==> config.mk <==
export PLATFORM = sky130hd
export DESIGN_NAME = gp_reg_file_flat
export DESIGN_NICKNAME = d
export VERILOG_FILES = /design/src/rtl/gp_reg_file_if.sv /design/src/rtl/gp_reg_file.sv /design/src/flat_wrapper.sv
export SDC_FILE = /design/constraint.sdc
export NUM_CORES = 1
export LEC_CHECK = 0
export BUFFER_PORTS_ARGS = -buffer_cell sky130_fd_sc_hd__buf_2
export CELL_PAD_IN_SITES_DETAIL_PLACEMENT = 1
export CELL_PAD_IN_SITES_GLOBAL_PLACEMENT = 2
export CORE_UTILIZATION = 45
export CTS_CLUSTER_DIAMETER = 200
export DETAILED_ROUTE_END_ITERATION = 10
export HOLD_SLACK_MARGIN = 0.12
export PLACE_DENSITY = 0.95
export SLEW_MARGIN = 40
export SYNTH_ARGS = -nofsm -noshare
export SYNTH_HDL_FRONTEND = slang
export SYNTH_SLANG_ARGS = --single-unit
==> constraint.sdc <==
create_clock -name clk -period 3.45 [get_ports clk]
set_input_delay 0.345 -clock clk [delete_from_list [all_inputs] [get_ports clk]]
set_output_delay 0.345 -clock clk [all_outputs]
set_load 0.02 [all_outputs]
==> src/rtl/gp_reg_file_if.sv <==
// Bus bundle for gp_reg_file: read ports A/B, write port C, reservation and flush control.
interface gp_reg_file_if #(
    parameter int unsigned WIDTH = 16,
    parameter int unsigned DEPTH = 16
);
    localparam int unsigned AW = $clog2(DEPTH);

    logic [AW-1:0]    a_addr;
    logic [WIDTH-1:0] a_data;
    logic             a_ready;
    logic [AW-1:0]    b_addr;
    logic [WIDTH-1:0] b_data;
    logic             b_ready;
    logic [AW-1:0]    c_addr;
    logic [WIDTH-1:0] c_data;
    logic             load;
    logic             load_ready;
    logic             rsv;
    logic [AW-1:0]    rsv_addr;
    logic             flush;
    logic             busy;

    // Decode/ALU side
    modport master (
        output a_addr, b_addr, c_addr, c_data, load, rsv, rsv_addr, flush,
        input  a_data, a_ready, b_data, b_ready, load_ready, busy
    );

    // Register file side
    modport slave (
        input  a_addr, b_addr, c_addr, c_data, load, rsv, rsv_addr, flush,
        output a_data, a_ready, b_data, b_ready, load_ready, busy
    );
endinterface

==> src/rtl/gp_reg_file.sv <==
// General-purpose register file: 2 async read ports with write bypass, 1 sync write port,
// per-entry pending scoreboard and a DEPTH-cycle sweep flush.
// Optional feature macro: GP_REG_ZERO_EN (entry 0 hardwired to zero).
module gp_reg_file #(
    parameter int unsigned WIDTH = 16,
    parameter int unsigned DEPTH = 16
) (
    input  logic          clk,
    input  logic          clear,
    gp_reg_file_if.slave  bus
);
    localparam int unsigned AW = $clog2(DEPTH);

    typedef enum logic {
        ST_IDLE  = 1'b0,
        ST_SWEEP = 1'b1
    } state_t;

    state_t           state_q, state_d;
    logic [AW-1:0]    ptr_q, ptr_d;
    logic [WIDTH-1:0] regs_q [DEPTH];
    logic [WIDTH-1:0] regs_d [DEPTH];
    logic [DEPTH-1:0] pend_q, pend_d;

    logic wr_acc;
    logic a_byp, b_byp;
    logic a_zero, b_zero, c_zero, r_zero;

    // Entry-0 hardwiring flags per address
`ifdef GP_REG_ZERO_EN
    assign a_zero = (bus.a_addr == '0);
    assign b_zero = (bus.b_addr == '0);
    assign c_zero = (bus.c_addr == '0);
    assign r_zero = (bus.rsv_addr == '0);
`else
    assign a_zero = 1'b0;
    assign b_zero = 1'b0;
    assign c_zero = 1'b0;
    assign r_zero = 1'b0;
`endif

    // Handshake status straight from the FSM state
    assign bus.load_ready = (state_q == ST_IDLE);
    assign bus.busy       = (state_q == ST_SWEEP);
    assign wr_acc         = bus.load & bus.load_ready;

    // Zero-latency write-to-read bypass; discarded writes to entry 0 are not forwarded
    assign a_byp = wr_acc && !c_zero && (bus.c_addr == bus.a_addr);
    assign b_byp = wr_acc && !c_zero && (bus.c_addr == bus.b_addr);

    // Read ports
    assign bus.a_data  = a_zero ? '0 : (a_byp ? bus.c_data : regs_q[bus.a_addr]);
    assign bus.b_data  = b_zero ? '0 : (b_byp ? bus.c_data : regs_q[bus.b_addr]);
    assign bus.a_ready = a_zero | ~pend_q[bus.a_addr] | a_byp;
    assign bus.b_ready = b_zero | ~pend_q[bus.b_addr] | b_byp;

    // Next-state: writes/reservations in IDLE, one entry cleared per cycle in SWEEP
    always_comb begin
        state_d = state_q;
        ptr_d   = ptr_q;
        regs_d  = regs_q;
        pend_d  = pend_q;

        unique case (state_q)
            ST_IDLE: begin
                if (wr_acc && !c_zero) begin
                    regs_d[bus.c_addr] = bus.c_data;
                    pend_d[bus.c_addr] = 1'b0;
                end
                // Applied after the write so a same-cycle new producer leaves the entry pending
                if (bus.rsv && !r_zero) begin
                    pend_d[bus.rsv_addr] = 1'b1;
                end
                if (bus.flush) begin
                    state_d = ST_SWEEP;
                    ptr_d   = '0;
                end
            end
            ST_SWEEP: begin
                regs_d[ptr_q] = '0;
                pend_d[ptr_q] = 1'b0;
                ptr_d         = ptr_q + AW'(1);
                if (ptr_q == AW'(DEPTH - 1)) begin
                    state_d = ST_IDLE;
                end
            end
            default: begin
                state_d = ST_IDLE;
            end
        endcase
    end

    // State registers with synchronous active-low clear
    always_ff @(posedge clk) begin
        if (!clear) begin
            state_q <= ST_IDLE;
            ptr_q   <= '0;
            pend_q  <= '0;
            for (int i = 0; i < int'(DEPTH); i++) begin
                regs_q[i] <= '0;
            end
        end else begin
            state_q <= state_d;
            ptr_q   <= ptr_d;
            pend_q  <= pend_d;
            regs_q  <= regs_d;
        end
    end
endmodule

==> src/flat_wrapper.sv <==
// flat-port wrapper written by rule: the top's interface ports become plain ports
module gp_reg_file_flat 
#(
    parameter int unsigned WIDTH = 16,
    parameter int unsigned DEPTH = 16
)
  (clk, clear, bus_a_addr, bus_b_addr, bus_c_addr, bus_c_data, bus_load, bus_rsv, bus_rsv_addr, bus_flush, bus_a_data, bus_a_ready, bus_b_data, bus_b_ready, bus_load_ready, bus_busy);
  gp_reg_file_if #(.WIDTH(WIDTH), .DEPTH(DEPTH)) bus_i ();
  input  logic clk;
  input  logic clear;
  input wire logic [$bits(bus_i.a_addr)-1:0] bus_a_addr;
  input wire logic [$bits(bus_i.b_addr)-1:0] bus_b_addr;
  input wire logic [$bits(bus_i.c_addr)-1:0] bus_c_addr;
  input wire logic [$bits(bus_i.c_data)-1:0] bus_c_data;
  input wire logic [$bits(bus_i.load)-1:0] bus_load;
  input wire logic [$bits(bus_i.rsv)-1:0] bus_rsv;
  input wire logic [$bits(bus_i.rsv_addr)-1:0] bus_rsv_addr;
  input wire logic [$bits(bus_i.flush)-1:0] bus_flush;
  output wire logic [$bits(bus_i.a_data)-1:0] bus_a_data;
  output wire logic [$bits(bus_i.a_ready)-1:0] bus_a_ready;
  output wire logic [$bits(bus_i.b_data)-1:0] bus_b_data;
  output wire logic [$bits(bus_i.b_ready)-1:0] bus_b_ready;
  output wire logic [$bits(bus_i.load_ready)-1:0] bus_load_ready;
  output wire logic [$bits(bus_i.busy)-1:0] bus_busy;
  assign bus_i.a_addr = bus_a_addr;
  assign bus_i.b_addr = bus_b_addr;
  assign bus_i.c_addr = bus_c_addr;
  assign bus_i.c_data = bus_c_data;
  assign bus_i.load = bus_load;
  assign bus_i.rsv = bus_rsv;
  assign bus_i.rsv_addr = bus_rsv_addr;
  assign bus_i.flush = bus_flush;
  assign bus_a_data = bus_i.a_data;
  assign bus_a_ready = bus_i.a_ready;
  assign bus_b_data = bus_i.b_data;
  assign bus_b_ready = bus_i.b_ready;
  assign bus_load_ready = bus_i.load_ready;
  assign bus_busy = bus_i.busy;
  gp_reg_file #(.WIDTH(WIDTH), .DEPTH(DEPTH)) u_core (.clk(clk), .clear(clear), .bus(bus_i));
endmodule
* After elaboration in Yosys (flattened, before gate mapping)
Cells that the tools add are included.
** Storage, ports and cells
- Word-level logic and storage cells :: 97
- Input port bits :: 37
- Output and inout bits :: 36
- Flip-flop bits (word level) :: 277
** Cells by class
- Order comparisons :: 14
- Bitwise logic cells :: 17
- Reduce and logical (&&, ||, !) cells :: 7
- Add/subtract/negate cells :: 1
- Mux-type cells :: 34
- Equality and inequality tests :: 5
** Operators with widths (count)
- case mux 256 bit (2 select lines) :: 1
- AND 256 bit :: 1
- bitwise mux 256 bit :: 1
- 2-to-1 mux 256 bit :: 1
- NOT 256 bit :: 1
- 2-to-1 mux 16 bit :: 11
- binary-select mux 16 bit (select 4 bit) :: 2
- demux 16 bit (select 4 bit) :: 2
- AND 16 bit :: 2
- NOT 16 bit :: 2
- case mux 16 bit (2 select lines) :: 1
- < comparator 4 x 5 -> 1 bit (second input constant) :: 5
- >= comparator 5 bit (second input constant) :: 4
- NOT 4 -> 5 bit :: 4
- bitwise OR 16 bit :: 1
- demux 1 bit (select 4 bit) :: 3
- >= comparator 4 x 1 -> 1 bit (second input constant) :: 3
- < comparator 5 x 1 -> 1 bit (second input constant) :: 2
- binary-select mux 1 bit (select 4 bit) :: 2
- == test 4 bit :: 2
- case mux 4 bit (2 select lines) :: 1
- logical AND 1 bit :: 7
- 2-to-1 mux 1 bit :: 7
- adder 4 x 1 -> 4 bit (second input constant) :: 1
- other kinds (7) :: 11

* Logic depth before layout (Yosys ltp)
Gate-level depths: netlist (run 1).
- Depth in word-level cells :: 11
- Gate-level depth with buffers :: 7
- Mapped depth without buffers :: 5

* Least setup slack after synthesis (run 1)
No wires, ideal clock.
- Kind :: input -> output
- Start :: input port bus_a_addr[0]
- End :: output port bus_a_data[0]
- Arrival time :: 1776 ps
- Stages :: 6
- Path slack :: 1329 ps
- Path buffers :: 2
- Required time :: 3105 ps
- Cell sequence :: buf_6 buf_2 mux4_2 mux2i_1 mux2i_1 mux2_2
** Between the ends
- Cells in the longest elaborated chain, start to end :: 5
- Elaborated cells between the ends (all ways) :: 7
- Those cells by class :: 1 x eq/ne; 4 x mux; 1 x bitwise; 1 x reduce/logical
** RTL lines
- start, declared :: line flat_wrapper.sv:11 : input wire logic [$bits(bus_i.a_addr)-1:0] bus_a_addr;
- NOT 4 -> 5 bit (implied by the code) :: line gp_reg_file.sv:52 : assign bus.a_data = a_zero ? '0 : (a_byp ? bus.c_data : regs_q[bus.a_addr]);
- binary-select mux 16 bit (select 4 bit) :: line gp_reg_file.sv:52
- 2-to-1 mux 16 bit (implied by the code) (2 in a row) :: line gp_reg_file.sv:52
- 2-to-1 mux 16 bit (*) :: line gp_reg_file.sv:52
- end, declared :: line flat_wrapper.sv:19 : output wire logic [$bits(bus_i.a_data)-1:0] bus_a_data;
Mark *: on every way between the ends. The rest lies on a longest branch, timed or not. The select of a mux whose other input is x is not followed.

* Worst setup path in the final report (run 1)
- Start :: input port bus_b_addr[0]
- End :: output port bus_b_data[4]
** Between the ends
- Cells in the longest elaborated chain, start to end :: 5
- Elaborated cells between the ends (all ways) :: 7
- Those cells by class :: 1 x eq/ne; 4 x mux; 1 x bitwise; 1 x reduce/logical
** RTL lines
- start, declared :: line flat_wrapper.sv:12 : input wire logic [$bits(bus_i.b_addr)-1:0] bus_b_addr;
- NOT 4 -> 5 bit (implied by the code) :: line gp_reg_file.sv:53 : assign bus.b_data = b_zero ? '0 : (b_byp ? bus.c_data : regs_q[bus.b_addr]);
- binary-select mux 16 bit (select 4 bit) :: line gp_reg_file.sv:53
- 2-to-1 mux 16 bit (implied by the code) (2 in a row) :: line gp_reg_file.sv:53
- 2-to-1 mux 16 bit (*) :: line gp_reg_file.sv:53
- end, declared :: line flat_wrapper.sv:21 : output wire logic [$bits(bus_i.b_data)-1:0] bus_b_data;
Marks and branches as above.

==> metrics.yaml, run 1 <==
outcome:
  status: "finished, final reports clean"
setup_path:
  ff2ff_path_depth: 5
  crit_required_ps: 3110
  cp.arrival_ps: 2570
  cp-end-kind: "output pin"
  reg2reg_slack_ps: 990
  cp_slowest_cell: "mux4_2"
  crit_chain: "buf_4, buf_12, mux4_2, mux2i_1, mux2i_1, mux2_2, buf_2"
  worstReg2RegEnd: "u_core.regs_q[215]"
  path_class: "in -> out"
  critPathMaxFanout: 28
  cp_num_buf_inv: 3
  critical-path-max-stage-delay_ps: 540
  worstSetupStartpointType: "input port"
  reg2reg_from: "u_core.bus.busy"
  crit_family: "multiplexers"
  path_common_cell: "mux2i_1"
yosys:
  synth-edff-count: 0
  synthFlopType: "dfxtp_1"
  seq_area_frac_synth_pct: 36.9
  syn_area_um2: 15000
  postSynthCellCount: 1401
  ys_async_sr_fraction_pct: 0
  syn_area_per_cell_um2: 10.7
  synth.distinct_cells: 50
  ys_ff_latch: 277
  ys.warnings.count: 0
  syn-num-nets: 1442
floorplanning:
  dieHeight_um: 185
  ioPinCount: 73
  fp.dieArea_um2: 34100
  num_rows: 66
  start_util_pct: 45.9
  core-area_um2: 32700
  fp.dieW_um: 185
sta:
  fin_skew_ps: 7.62
  drv_slew: 0
  fmax_mhz: 343
  finalHoldViolations: 0
  worst_slack_ps: 535
  tns_ps: 0
  fin_crit_sh_pct: 84.5
  worstMarginPinSlew_ps: 864
  rsz0062_at_grt: "false"
  relSlewSlack_pct: 42.2
  min_period_ps: 2910
  setup_viol_count_final: 0
placement:
  detailedPlace.worstSlack_ps: 638
  placed_cells: 1805
  place.gp.congestion: 0.878
  dpl.hpwl_um: 33300
  io_buffers: 72
run:
  cap_violations: 0
hold_path:
  min_delay_path_depth: 3
  min-delay-start: "bus_rsv_addr[1]"
  hold_end: "u_core.pend_q[15]"
  hp-class: "in -> reg"
global_routing:
  grt_start_max_net_pins: 100
  grt_overflow: 0
  antenna_found_initial: 1
  grtUsageTotal_pct: 31.1
  grt_pass1_wl_um: 79900
  grt_pass1_vias: 13000
detailed_routing:
  drc: 0
  dr.pass1.iters: 5
  first_iter_violations: 1636
  via_per_inst: 6.87
  vias: 12800
  routed_wl_um: 52900
  wl_per_cell_um: 28.4
  antenna_left: 0
layout:
  drive_above_1_share_pct: 27.2
  layout.nets: 1438
  diodes: 0
  final_core_util_pct: 50.7
  finalNonFillerCells: 1860
  area_growth_pct: 10.3
clocking:
  cts_sinks: 277
  clock_path_buffers: 3
  cts_max_level: 1
  clk_pin_slew_ps: 60
  cts_resized: 0
  clockRootBuffer: "clkbuf_16"
  worstSkewPairLatency_ps: 570
  cts_made_buffers: 30
  tritoncts: "done"
pwr:
  p_leak_uw: 0.00601
  ir_drop_mv: 0.394
  power-per-cell-area_nw_per_um2: 433
==> registers in the layout (all words and copies together), names as in the netlist <==
| name | flops |
|---|---|
| u_core.bus.busy | 1 |
| u_core.regs_q | 256 |
| u_core.pend_q | 16 |
| u_core.ptr_q | 4 |
==> final cells by class <==
cell class | instances | area (um^2)
Sequential cell | 277 | 5550
Clock inverter | 8 | 42.5
Clock buffer | 45 | 898
Multi-Input combinational cell | 957 | 8620
Tap cell | 442 | 553
Fill cell | 3599 | 16100
Inverter | 7 | 33.8
Timing Repair Buffer | 124 | 882
==> synthesized netlist by cell type, types with 2 or more instances <==
cell type  instances  area, um^2
a32oi_1            8        70.1
clkbuf_1          45         169
xnor2_1            2        17.5
nor2b_1            5        31.3
a32oi_2            4        65.1
nor3_1             8        40.0
nor2_1           261         980
mux2i_1           99         991
o211ai_2           2        25.0
buf_1             13        48.8
a22oi_2           13         163
mux4_2           136        3060
nand4bb_1          2        22.5
a221oi_1          16         140
xor2_1             6        52.6
ha_1               4        50.1
buf_2             79         395
and2_1             4        25.0
nor3_2             2        20.0
o21ai_0           11        55.1
buf_6              4        45.0
nand2_1           38         143
a211oi_1           4        30.0
and2b_1            2        15.0
nand2b_1           2        12.5
inv_1              6        22.5
a31oi_1            4        25.0
and3_1             4        25.0
a21oi_1           13        65.1
and4bb_2           2        25.0
dfxtp_1          277        5550
nand3_2            2        20.0
nor2_4             3        33.8
a22oi_1          247        1850
buf_4             13        97.6
buf_12             4        80.1
nor2_2            11        68.8
mux2_2            33         372
==> where the power goes <==
part	internal (uW)	switching, uW	total, uW
Clock	1780	1340	3120
Combinational	273	485	758
Sequential	3250	49.2	3290
==> kinds of logic after synthesis <==
family	Yosys count	synth area share (%)
simple gates	353	10.2
buf+inv	167	5.89
compound gates	323	16.6
mux	269	29.6
xor+xnor	8	0.466
fa+ha+maj	4	0.333
flops	277	36.9
==> worst max path at each step <==
stage / from / end / slack [ps] / cells past startpoint
after floorplan: bus_a_addr[0] / bus_a_data[0] / 1330 / 6
after detailed placement: bus_b_addr[0] / bus_b_data[4] / 640 / 7
after CTS: u_core.bus.busy / bus_b_data[0] / 580 / 4
final: bus_b_addr[0] / bus_b_data[4] / 540 / 7
after global placement: bus_b_addr[0] / bus_b_data[0] / 660 / 7
after global routing: u_core.bus.busy / bus_a_data[5] / 480 / 4
==> worst reg2reg max path, stage by stage, from the launching register on <==
cell and delay [ps]:
dfxtp_2 480, nand4bb_1 600, nor3_2 780, buf_4 330, a22oi_1 110, nor2_1 110
==> repair_timing <==
action,in CTS,in global routing
hold buffers,2,0
hold endpoints to repair,2,0
setup buffers,0,0
==> metal layers <==
| layer | GRT usage (%) | up-vias | part of all wire, % |
|---|---|---|---|
| li1 | - | 5331 | - |
| met3 | 4.58 | 153 | 8.7 |
| met1 | 41.0 | 6550 | 39 |
| met4 | 12.4 | 0 | 3.6 |
| met2 | 51.1 | 743 | 49 |
| met5 | 0 | - | 0 |
==> per-stage QoR <==
step | hold slack, ps | instance area [um^2] | total power, uW
after floorplan | 465 | 15000 | 3890
after global placement | 482 | 15600 | 4080
after detailed placement | 499 | 15600 | 4100
after CTS | 185 | 16600 | 7170
after global routing | 210 | 16600 | 7340
final | 193 | 16600 | 7170
==> layout by cell type, fill, tap and decap left out, types with 7 or more instances in the layout <==
cell and count:
a21oi_1 13, a221oi_1 16, a22oi_1 247, a22oi_2 13, a32oi_1 7, buf_12 9, buf_2 68, buf_4 44
clkbuf_1 7, clkbuf_16 31, clkbuf_8 7, clkinv_2 7, dfxtp_1 276, mux2_2 33, mux2i_1 99, mux4_2 136
nand2_1 38, nor2_1 259, nor2_2 13, nor3_1 7, o21ai_0 11
Power figures use the tool's default switching activity.
==> inputs of run 2 (changes only) <==
CORE_UTILIZATION = 37   (was 45)
PLACE_DENSITY = 0.85   (was 0.95)
clock period = 2.4 ns   (was 3.45 ns; I/O delays follow)
==> metrics.yaml, run 2 (synthesis results as in run 1) <==
clocking:
  clk_pin_slew_ps: 60  # about the same
  cts_made_buffers: 30  # unchanged
  cts_sinks: 277  # unchanged
  clock_path_buffers: 3  # unchanged
  cts_max_level: 1  # unchanged
  worstSkewPairLatency_ps: 580  # about the same
  tritoncts: "done"
  clockRootBuffer: "clkbuf_16"
floorplanning:
  start_util_pct: 37.6  # -8.3 points
  core-area_um2: 39900  # +22%
  fp.dieArea_um2: 41400  # +21%
  ioPinCount: 73  # unchanged
  fp.dieW_um: 204  # +10%
  dieHeight_um: 204  # +10%
  num_rows: 73  # +11%
sta:
  timing.hold.ws_ps: 158  # -34.8 ps
  relSlewSlack_pct: 61.9  # +20 points
  worst_slack_ps: -27.9  # -563 ps
  worstMarginPinSlew_ps: 572  # -292 ps
  fin_skew_ps: 14.3  # +6.64 ps
  finalHoldViolations: 0  # unchanged
  fin_crit_sh_pct: 101
  min_period_ps: 2430
  drv_slew: 0  # unchanged
  setup_viol_count_final: 4  # +4
  rsz0062_at_grt: "true"
  tns_ps: -56.0  # -56.0 ps
  fmax_mhz: 412
pwr:
  power_frac_clock_pct: 46.1  # +2.6 points
  p_sw_share_pct: 25.1  # -1.0 points
  p_total_uw: 11000  # +54%
  p_leak_uw: 0.00637  # +6.0%
  internal_power_uw: 8270  # +56%
  seqPwrFrac_pct: 42.8  # -3.1 points
  switchingPower_uw: 2770  # +48%
  power-per-cell-area_nw_per_um2: 616  # +42%
  ir_drop_mv: 0.520  # +32%
  combPwrFrac_pct: 11.1  # +0.5 points
hold_path:
  hp-class: "in -> reg"
layout:
  drive_above_1_share_pct: 36.6  # +9.4 points
  top_register: "u_core.regs_q"
  largest_register_ffs: 256  # unchanged
  layout_common_cells: "nor2_1, a22oi_1, dfxtp_1"
  mostFrequentLayoutCell: "nor2_1"
  finalInstanceArea_um2: 17900  # +8.1%
  reg_top3: "u_core.regs_q x256, u_core.pend_q x16, u_core.ptr_q x4"
  layout.nets: 1483  # +3.1%
  area_growth_pct: 19.3
  final_core_util_pct: 44.9  # -5.8 points
setup_path:
  critPathMaxFanout: 3  # -89%
  path_class: "reg -> out"
  crit_required_ps: 2160  # -950 ps
  cp.arrival_ps: 2190  # -380 ps
  cp-end-kind: "output pin"
  worstSetupStartpointType: "register"
global_routing:
  grt_overflow: 0  # unchanged
  grt_start_max_net_pins: 73  # -27%
  antenna_found_initial: 1  # unchanged
  grt_pass1_vias: 13300  # +2.3%
  grt_pass1_wl_um: 83600  # +4.7%
  grtUsageTotal_pct: 26.5  # -4.6 points
detailed_routing:
  vias: 12800  # -0.20%
  drc: 0  # unchanged
  antenna_left: 0  # unchanged
  routed_wl_um: 55100  # +4.2%
  dr.pass1.iters: 6  # +1
  via_per_inst: 6.41  # -6.6%
  wl_per_cell_um: 27.7  # -2.5%
  first_iter_violations: 1364  # -17%
placement:
  dpl.hpwl_um: 34000  # +2.1%
  place.gp.congestion: 0.886  # +0.91%
  io_buffers: 72  # unchanged
  placed_cell_area_um2: 16100  # +2.9%
outcome:
  status: "finished with violations"
  violations: "setup timing"
run:
  cap_violations: 0  # unchanged
==> run 2: cell count changes in the layout (fill, tap and decap cells not counted), moves of 6 or more <==
| cell | delta |
|---|---|
| mux2_4 | +24 |
| mux2_2 | -24 |
| buf_4 | +39 |
| bufinv_16 | +6 |
| dfxtp_1 | -65 |
| mux2i_2 | +21 |
| buf_6 | +26 |
| mux2i_1 | -42 |
| dfxtp_2 | +64 |
| buf_12 | +7 |
| buf_2 | -30 |
| mux2i_4 | +21 |
==> run 2: path summary, 6_finish.rpt <==
path | cells past startpoint | slack, ps | end | start
max | 5 | -30 | bus_a_data[15] | u_core.regs_q[111]
min | 4 | 160 | u_core.pend_q[9] | bus_rsv_addr[2]
max reg2reg | 5 | 360 | u_core.ptr_q[2] | u_core.bus.busy
min reg2reg | 2 | 500 | u_core.regs_q[104] | u_core.regs_q[104]
==> run 2: routing by layer <==
| metal | wire length [um] | GRT usage (%) |
|---|---|---|
| met1 | 22400 | 33.8 |
| met5 | 0 | 0 |
| met3 | 3920 | 4.44 |
| met4 | 2060 | 11.9 |
| met2 | 26700 | 44.0 |
==> run 2: cell type report <==
class / instances / area, um^2
Inverter: 7 / 33.8
Fill cell: 4251 / 22000
Sequential cell: 277 / 5630
Antenna cell: 1 / 2.50
Timing Repair Buffer: 169 / 1490
Clock buffer: 39 / 856
Multi-Input combinational cell: 957 / 9040
Tap cell: 525 / 657
Clock inverter: 13 / 218
==> run 2: repair_timing <==
action	4_1_cts	5_1_grt
endpoints found under the setup margin	26	32
gates resized for setup	119	91
hold buffers	5	0
hold endpoints to repair	6	0
setup buffers	1	4
==> run 2: power groups by stage <==
stage / registers (uW) / logic, uW / clock network [uW]
floorplan: 4800 / 785 / 0
global placement: 4820 / 1110 / 0
detailed placement: 4820 / 1140 / 0
CTS: 4720 / 1190 / 5170
global route: 4730 / 1290 / 5330
finish: 4730 / 1230 / 5090
==> run 2: critical path: stages, from the launching register on <==
cell and delay (ps):
dfxtp_2 330, mux4_2 490, mux2i_4 220, mux2i_1 120
mux2_4 310, buf_6 140
==> run 2: per-stage QoR <==
stage               setup WS, ps  instances
floorplan                    489       1401
global placement            97.0       1925
detailed placement          72.1       1925
CTS                        -28.5       1983
global route               -75.8       1988
finish                     -27.9       1988
==> inputs of run 3 (changes only) <==
REMOVE_ABC_BUFFERS = 1   (was not set)
==> metrics.yaml, run 3 (synthesis results as in run 1) <==
sta:
  rsz0062_at_grt: "true"
  min_period_ps: 2530  # +98.8 ps
  worstMarginPinSlew_ps: 582  # +9.90 ps
  drv_slew: 0  # unchanged
  finalHoldViolations: 0  # unchanged
  worst_slack_ps: -127  # -98.8 ps
  fin_skew_ps: 14.4  # +0.183 ps
  setup_viol_count_final: 15  # +11
  fmax_mhz: 396  # -3.9%
  fin_crit_sh_pct: 105  # +4.1 points
  relSlewSlack_pct: 61.2  # -0.70 points
setup_path:
  critical-path-max-stage-delay_ps: 480  # about the same
  critPathMaxFanout: 3  # unchanged
  cp-end-kind: "output pin"
  worstSetupStartpointType: "register"
  crit_family: "multiplexers"
  crit_chain: "mux4_2, mux2i_1, buf_4, mux2i_1, mux2_4, buf_6"
  cp_slowest_cell: "mux4_2"
  path_class: "reg -> out"
  path_common_cell: "mux2i_1"
  crit_required_ps: 2160  # about the same
  cp_num_buf_inv: 2  # +1
  cp.arrival_ps: 2290  # +100 ps
global_routing:
  antenna_found_initial: 3  # +2
  grtUsageTotal_pct: 28.2  # +1.8 points
  grt_pass1_vias: 13800  # +3.5%
  grt_pass1_wl_um: 87800  # +5.0%
  grt_start_max_net_pins: 71  # -2.7%
  grt_overflow: 0  # unchanged
clocking:
  clock_path_buffers: 3  # unchanged
  clockRootBuffer: "clkbuf_16"
  cts_max_level: 1  # unchanged
  clk_pin_slew_ps: 60  # about the same
  worstSkewPairLatency_ps: 600  # +20 ps
  cts_made_buffers: 31  # +3.3%
  tritoncts: "done"
  cts_sinks: 277  # unchanged
pwr:
  ir_drop_mv: 0.731  # +40%
  p_total_uw: 11300  # +2.0%
  power-per-cell-area_nw_per_um2: 626  # +1.6%
  p_leak_uw: 0.00653  # +2.6%
layout:
  finalInstanceArea_um2: 18000  # +0.46%
  seqCellArea_um2: 5610  # -0.31%
  mostFrequentLayoutCell: "nor2_1"
  top_register: "u_core.regs_q"
  final_core_util_pct: 45.1  # +0.21 points
  multiInputGateArea_um2: 8890  # -1.6%
  finalNonFillerCells: 2012  # +1.2%
  fill_cells: 4245  # -0.14%
  reg_top3: "u_core.regs_q x256, u_core.pend_q x16, u_core.ptr_q x4"
  layout.nets: 1503  # +1.3%
  drive_above_1_share_pct: 35.3  # -1.3 points
  largest_register_ffs: 256  # unchanged
  area_growth_pct: 19.8
  layout_common_cells: "nor2_1, a22oi_1, dfxtp_1"
floorplanning:
  ioPinCount: 73  # unchanged
  start_util_pct: 37.6  # unchanged
  fp.dieArea_um2: 41400  # unchanged
  fp.dieW_um: 204  # unchanged
  dieHeight_um: 204  # unchanged
  num_rows: 73  # unchanged
  core-area_um2: 39900  # unchanged
placement:
  placed_cells: 1938  # +0.68%
  dpl.hpwl_um: 36200  # +6.4%
  io_buffers: 72  # unchanged
  placed_cell_area_um2: 16200  # +1.0%
  detailedPlace.worstSlack_ps: 55.8  # -16.2 ps
  place.gp.congestion: 0.869  # -2.0%
run:
  cap_violations: 0  # unchanged
detailed_routing:
  antenna_left: 0  # unchanged
  via_per_inst: 6.60  # +2.8%
  dr.pass1.iters: 5  # -1
  first_iter_violations: 1384  # +1.5%
  drc: 0  # unchanged
  wl_per_cell_um: 29.2  # +5.5%
  vias: 13300  # +4.1%
  routed_wl_um: 58800  # +6.8%
outcome:
  violations: "setup timing"
  status: "finished with violations"
hold_path:
  hp-class: "in -> reg"
==> run 3: cell types whose count changed in the layout (fill, tap and decap cells not counted), sizes merged <==
cell         change
bufinv           -1
clkbuf           +7
diode            +1
clkinv           -3
dlygate4sd3      +3
inv              +1
buf             +16
==> run 3: path summary, 6_finish.rpt <==
path	start	endpoint	slack [ps]	cells after the start
setup / recovery	u_core.regs_q[13]	bus_b_data[13]	-130	6
hold / removal	bus_c_data[5]	u_core.regs_q[245]	150	3
hold reg to reg	u_core.regs_q[229]	u_core.regs_q[229]	510	2
setup reg to reg	u_core.bus.busy	u_core.regs_q[120]	340	6
==> run 3: worst min-delay path: stages <==
cell	delay, ps
buf_2	220
a22oi_2	210
nor2_2	40
==> run 3: timing repair <==
item,CTS,global route
gates resized for setup,113,53
endpoints found under the setup margin,29,29
hold endpoints to repair,13,0
hold buffers,8,0
buffers inserted,3,5
==> run 3: per-stage QoR <==
step	hold WS, ps	setup TNS, ps
after floorplan	378	-708540
after global placement	491	0
after detailed placement	507	0
after CTS	143	-539
after global routing	172	-1160
final	154	-594
==> run 3: final cells by class <==
| cell class | count | area share [%] |
|---|---|---|
| multi-input combinational | 957 | 49.4 |
| sequential | 277 | 31.2 |
| timing repair buffer | 188 | 9.39 |
| clock buffer | 46 | 5.18 |
| tap | 525 | 3.65 |
| clock inverter | 10 | 1.01 |
| inverter | 7 | 0.188 |
| antenna | 2 | 0.0278 |
==> run 3: report_power, final <==
group	internal, uW	switching (uW)	total (uW)	leakage, uW
Combinational	492	754	1250	0.00372
Sequential	4670	71.9	4740	0.00226
Clock	3200	2090	5290	0.000547
==> run 3: metal layers <==
layer | GRT usage [%] | share of wire (%) | vias to the layer above
met4 | 12.4 | 4.3 | 0
li1 | - | - | 5455
met1 | 37.2 | 40 | 6921
met5 | 0 | 0 | -
met2 | 45.6 | 47 | 732
met3 | 4.70 | 8.9 | 164
